==> src/rtl/psum_pkg.sv <==
// Shared widths, FSM encoding and the stage-B op record for the psum
// read-modify-write sequencer.
package psum_pkg;

   localparam int unsigned PSUM_DW = 40;
   localparam int unsigned PSUM_AW = 16;

   typedef enum logic {
      ST_IDLE  = 1'b0,
      ST_CLEAR = 1'b1
   } state_e;

   // Op held in stage B; fwd_val replaces the stale memory read when fwd_hit is set.
   typedef struct packed {
      logic [PSUM_AW-1:0] addr;
      logic [PSUM_DW-1:0] data;
      logic               first;
      logic               last;
      logic               fwd_hit;
      logic [PSUM_DW-1:0] fwd_val;
   } op_b_t;

endpackage

==> src/rtl/psum_out_reg.sv <==
// Single-entry valid/ready holding register for final sums; reloads in the
// same cycle it is drained so back-to-back results see no bubble.
module psum_out_reg
   import psum_pkg::*;
#(
   parameter int unsigned DW = PSUM_DW,
   parameter int unsigned AW = PSUM_AW
) (
   input  logic          clk,
   input  logic          rst,
   input  logic          load_i,
   input  logic [AW-1:0] addr_i,
   input  logic [DW-1:0] data_i,
   input  logic          ready_i,
   output logic          valid_o,
   output logic [AW-1:0] addr_o,
   output logic [DW-1:0] data_o
);

   logic          valid_q, valid_d;
   logic [AW-1:0] addr_q, addr_d;
   logic [DW-1:0] data_q, data_d;

   always_comb begin
      valid_d = valid_q;
      addr_d  = addr_q;
      data_d  = data_q;
      if (load_i) begin
         valid_d = 1'b1;
         addr_d  = addr_i;
         data_d  = data_i;
      end else if (ready_i) begin
         valid_d = 1'b0;
      end
   end

   always_ff @(posedge clk) begin
      if (rst) begin
         valid_q <= 1'b0;
         addr_q  <= '0;
         data_q  <= '0;
      end else begin
         valid_q <= valid_d;
         addr_q  <= addr_d;
         data_q  <= data_d;
      end
   end

   assign valid_o = valid_q;
   assign addr_o  = addr_q;
   assign data_o  = data_q;

endmodule

==> src/rtl/psum_rmw_ctrl.sv <==
// Read-modify-write sequencer for the partial-sum memory: two-stage accumulate
// pipeline with same-address forwarding, final-sum output port and zero-fill sweep.
module psum_rmw_ctrl
   import psum_pkg::*;
#(
   parameter int unsigned DW = PSUM_DW,
   parameter int unsigned AW = PSUM_AW
) (
   input  logic          clk,
   input  logic          rst,
   input  logic          clr_start,
   input  logic [AW-1:0] clr_len,
   output logic          busy,
   input  logic          in_valid,
   output logic          in_ready,
   input  logic [AW-1:0] in_addr,
   input  logic [DW-1:0] in_data,
   input  logic          in_first,
   input  logic          in_last,
   output logic          mem_re,
   output logic [AW-1:0] mem_ra,
   input  logic [DW-1:0] mem_rd,
   output logic          mem_we,
   output logic [AW-1:0] mem_wa,
   output logic [DW-1:0] mem_wd,
   output logic          out_valid,
   input  logic          out_ready,
   output logic [AW-1:0] out_addr,
   output logic [DW-1:0] out_data
);

   state_e        state_q, state_d;
   logic [AW-1:0] clr_cnt_q, clr_cnt_d;
   logic [AW-1:0] clr_len_q, clr_len_d;
   logic          clr_pend_q, clr_pend_d;
   logic          b_valid_q, b_valid_d;
   op_b_t         b_q, b_d;

   logic          stall;
   logic          clr_req;
   logic          clr_want;
   logic          accept;
   logic          b_fire;
   logic          out_load;
   logic [DW-1:0] old_val;
   logic [DW-1:0] sum;

   // Stage-B arithmetic and pipeline handshakes.
   always_comb begin
      stall    = b_valid_q & b_q.last & out_valid & ~out_ready;
      clr_req  = clr_start & (clr_len != '0) & (state_q == ST_IDLE);
      clr_want = clr_req | clr_pend_q;
      in_ready = ~stall & (state_q == ST_IDLE) & ~clr_want;
      accept   = in_valid & in_ready;
      b_fire   = b_valid_q & ~stall;
      out_load = b_fire & b_q.last;
      old_val  = b_q.first ? '0 : (b_q.fwd_hit ? b_q.fwd_val : mem_rd);
      sum      = old_val + b_q.data;
      busy     = (state_q != ST_IDLE) | b_valid_q | clr_pend_q;
   end

   // FSM next state: a clear waits for stage B to drain before sweeping.
   always_comb begin
      state_d    = state_q;
      clr_cnt_d  = clr_cnt_q;
      clr_len_d  = clr_len_q;
      clr_pend_d = clr_pend_q;
      unique case (state_q)
         ST_IDLE: begin
            if (clr_want) begin
               clr_len_d = clr_pend_q ? clr_len_q : clr_len;
               if (!b_valid_q) begin
                  state_d    = ST_CLEAR;
                  clr_cnt_d  = '0;
                  clr_pend_d = 1'b0;
               end else begin
                  clr_pend_d = 1'b1;
               end
            end
         end
         ST_CLEAR: begin
            clr_cnt_d = clr_cnt_q + AW'(1);
            if (clr_cnt_q == clr_len_q - AW'(1)) begin
               state_d = ST_IDLE;
            end
         end
         default: state_d = ST_IDLE;
      endcase
   end

   // Stage-B register update and memory port drive.
   always_comb begin
      b_valid_d = b_valid_q;
      b_d       = b_q;
      mem_re    = 1'b0;
      mem_ra    = '0;
      mem_we    = 1'b0;
      mem_wa    = '0;
      mem_wd    = '0;

      if (accept) begin
         mem_re      = ~in_first;
         mem_ra      = in_first ? '0 : in_addr;
         b_valid_d   = 1'b1;
         b_d.addr    = in_addr;
         b_d.data    = in_data;
         b_d.first   = in_first;
         b_d.last    = in_last;
         b_d.fwd_hit = b_fire & (b_q.addr == in_addr);
         b_d.fwd_val = sum;
      end else if (b_fire) begin
         b_valid_d = 1'b0;
      end

      if (state_q == ST_CLEAR) begin
         mem_we = 1'b1;
         mem_wa = clr_cnt_q;
      end else if (b_fire) begin
         mem_we = 1'b1;
         mem_wa = b_q.addr;
         mem_wd = sum;
      end
   end

   always_ff @(posedge clk) begin
      if (rst) begin
         state_q    <= ST_IDLE;
         clr_cnt_q  <= '0;
         clr_len_q  <= '0;
         clr_pend_q <= 1'b0;
         b_valid_q  <= 1'b0;
         b_q        <= '0;
      end else begin
         state_q    <= state_d;
         clr_cnt_q  <= clr_cnt_d;
         clr_len_q  <= clr_len_d;
         clr_pend_q <= clr_pend_d;
         b_valid_q  <= b_valid_d;
         b_q        <= b_d;
      end
   end

   psum_out_reg #(
      .DW (DW),
      .AW (AW)
   ) u_out_reg (
      .clk     (clk),
      .rst     (rst),
      .load_i  (out_load),
      .addr_i  (b_q.addr),
      .data_i  (sum),
      .ready_i (out_ready),
      .valid_o (out_valid),
      .addr_o  (out_addr),
      .data_o  (out_data)
   );

endmodule

==> config.mk <==
export PLATFORM = sky130hd
export DESIGN_NAME = psum_rmw_ctrl
export DESIGN_NICKNAME = d
export VERILOG_FILES = /design/src/rtl/psum_pkg.sv /design/src/rtl/psum_out_reg.sv /design/src/rtl/psum_rmw_ctrl.sv
export SDC_FILE = /design/constraint.sdc
export NUM_CORES = 1
export LEC_CHECK = 0
export ABC_CLOCK_PERIOD_IN_PS = 10510
export BUFFER_PORTS_ARGS = -buffer_cell sky130_fd_sc_hd__buf_2
export CAP_MARGIN = 20
export CORE_UTILIZATION = 35
export CTS_BUF_LIST = sky130_fd_sc_hd__clkbuf_4
export CTS_CLUSTER_DIAMETER = 100
export DETAILED_ROUTE_END_ITERATION = 12
export HOLD_SLACK_MARGIN = 0.02
export PLACE_DENSITY = 0.64
export SYNTH_ARGS = -nofsm -noshare
export SYNTH_HDL_FRONTEND = slang
export SYNTH_SLANG_ARGS = --single-unit
export TNS_END_PERCENT = 100
==> constraint.sdc <==
create_clock -name clk -period 10.51 [get_ports clk]
set_input_delay 0 -clock clk [delete_from_list [all_inputs] [get_ports clk]]
set_output_delay 0 -clock clk [all_outputs]
set_load 0.005 [all_outputs]
==> results.tsv <==
metric	value	unit
status	complete, but fails checks	
violated checks	DRC	
Pwr Total	0.00169	W
maximum clock path buffer count	2	
Max Slew Vio Count	0	
worst slack, placed	6.43	ns
crit path capture type	primary output	
Mapped Nets	1658	
period utilisation layout	0.447	
Startpoint Class	flop	
post-DP HPWL	25100	um
max frequency	213	MHz
DIE AREA	32300	um2
RSZ-0062 raised after global routing	false	
DRT iter0 DRCs	767	
hold path start	mem_rd[39]	
IO Port Bufs	251	
Hold Crit Class	in -> reg	
setup bufs post-CTS	0	
CTS Sinks	191	
die height	180	um
Num CTS Buffers	17	
final wirelength	36600	um
Clock Skew	0.0251	ns
Final WS setup	5.81	ns
WP data required	10.51	ns
worst setup path class	reg -> out	
vias	11512	
setup violators final	0	
CP arrival	4.70	ns
Synth warnings	0	
area leader, netlist	dfxtp_1	
TritonRoute pass-1 iters	11	
H-tree depth	4	
Static Leak	5.94	nW
Synth top area share	0.346	
Die X	180	um
core area	30800	um2
Worst Tran Pin Value	0.883	ns
sequential share of the synthesized area	0.346	
Max-Slew Margin vs Limit	0.411	
flops & latches, synth	191	
synth-to-layout area growth	27.0	%
synthesized instance count	1497	
# resized after CTS	0	
final worst path period need	4.70	ns
CTS Root Cell	clkbuf_4	
Crit. Startpoint	b_q[40]$_SDFFE_PP0P_	
r2r startpoint	b_q[40]$_SDFFE_PP0P_	
initial antenna violation count	1	
I/O pin count	252	
pin count of the biggest net entering global routing	108	
GRT Total Usage	0.223	
Async S/R FF share, synth	0	
first-pass GRT wire length	58000	um
Wirelength per Cell	16.6	um
final setup TNS	0	ns
most frequent cell after synthesis	nand2_1	
final core utilization	0.455	
DRC	12	
Synth Cell Area	11100	um2
PwrDens	121	nW/um2
Yosys cell types	66	
global route total overflow	0	
routability congestion estimate from global placement	0.903	
Rows	64	
CTS tree	done	
CP Max Fanout	23	
max cap viols	0	
main flop type after synthesis	dfxtp_1	
final net count	1951	
Max VDD drop	0.0000683	V
Starting Density	0.359	
clk slew on worst S/H paths	0.17	ns
number of synthesized flops with an enable pin	0	
Avg Cell Area, Syn	7.39	um2
Area contributors post-synth	dfxtp_1, nand2_1, a21oi_1, mux2i_1, ha_1	
Via density	5.23	
Hold Fails Final Rpt	0	
Synth top cells by count	nand2_1, a21oi_1, dfxtp_1	
Post-DRT Antenna Nets	0	
vias in the first global route	10936	
Clock Latency Late Sink	0.61	ns
share of cells above drive strength 1	0.176	
flip-flops by register name, summed over array words and instances, names as in the netlist:
| name | cells |
|---|---|
| state_q | 1 |
| u_out_reg.addr_o | 16 |
| u_out_reg.data_o | 40 |
| b_valid_q | 1 |
| u_out_reg.valid_o | 1 |
| b_q | 99 |
| clr_len_q | 16 |
| clr_cnt_q | 16 |
| clr_pend_q | 1 |
metrics by stage:
step           hold slack [ns]  cells  area (um2)
2_1_floorplan            0.110   1497       11100
3_3_place_gp             0.245   2051       12500
3_5_place_dp             0.246   2051       12500
4_1_cts                 0.0230   2197       14000
5_1_grt                 0.0671   2200       14000
6_report                0.0738   2200       14000
layer usage:
layer	global-route usage	vias up	routed length (um)	part of all wire
li1	-	5697	-	-
met1	0.292	5355	16600	0.45
met2	0.369	398	17100	0.47
met3	0.0361	62	1860	0.051
met4	0.0790	0	1030	0.028
met5	0	-	0	0
cell usage in the layout, fill, tap and decap left out, types with 15 or more instances in the layout:
cell type / n
a21o_1: 15
a21oi_1: 207
and2_1: 48
buf_2: 250
clkbuf_4: 19
dfxtp_1: 190
dlygate4sd3_1: 114
ha_1: 41
mux2i_1: 59
nand2_1: 356
nand3_1: 25
nand4_1: 23
nor2_1: 127
o21ai_0: 48
xnor2_1: 43
xor2_1: 33
path summary, 6_finish.rpt:
path                                      endpoint  slack [ns]  cells after the start
setup / recovery                        mem_wd[39]        5.81                     14
hold / removal                b_q[39]$_SDFFE_PP0P_        0.07                      6
setup reg to reg              b_q[39]$_SDFFE_PP0P_        6.41                     13
hold reg to reg   u_out_reg.data_o[3]$_SDFFE_PP0P_        0.46                      2
layout make-up:
class                           count  area, um2
Fill cell                        3116      16800
Multi-Input combinational cell   1188       6810
Sequential cell                   191       3820
Timing Repair Buffer              378       2540
Tap cell                          396        495
Inverter                           14       52.6
Clock buffer                       19        143
Clock inverter                     13        170
Antenna cell                        1       2.50
report_power, final:
group / internal [W] / switching (W)
logic: 0.000182 / 0.000264
clock network: 0.000191 / 0.000265
registers: 0.000760 / 0.0000314
total: 0.00113 / 0.000560
worst max-delay path, stage by stage, from the launching register on:
cell      delay, ns
dfxtp_2        0.86
mux2i_1        0.24
or2_2          0.15
inv_1          0.04
ha_1           0.27
a21o_1         0.13
nand4_1        0.12
a31o_2         0.24
o21ai_0        0.56
a211oi_2       0.26
o31ai_1        0.51
a221oi_1       0.17
xnor2_1        0.28
nor2_1         0.08
buf_2          0.15
kinds of logic (layout without fill, tap and decap cells):
| family | count (synthesis) | count (layout) | synth area share |
|---|---|---|---|
| multiplexers | 61 | 61 | 0.0554 |
| other | 0 | 1 | 0 |
| AND/OR/NAND/NOR | 665 | 665 | 0.271 |
| XOR/XNOR | 76 | 76 | 0.0602 |
| AO/OA/AOI/OAI | 344 | 344 | 0.179 |
| flip-flops | 191 | 191 | 0.346 |
| adder cells (fa/ha/maj) | 42 | 42 | 0.0482 |
| buffers and inverters | 118 | 424 | 0.0405 |
what timing repair did:
action | CTS | global route
endpoints found under the setup margin | 0 | 0
hold buffers | 114 | 0
endpoints found under the hold margin | 128 | 0
Note: power is estimated with default switching activity, not from simulation.
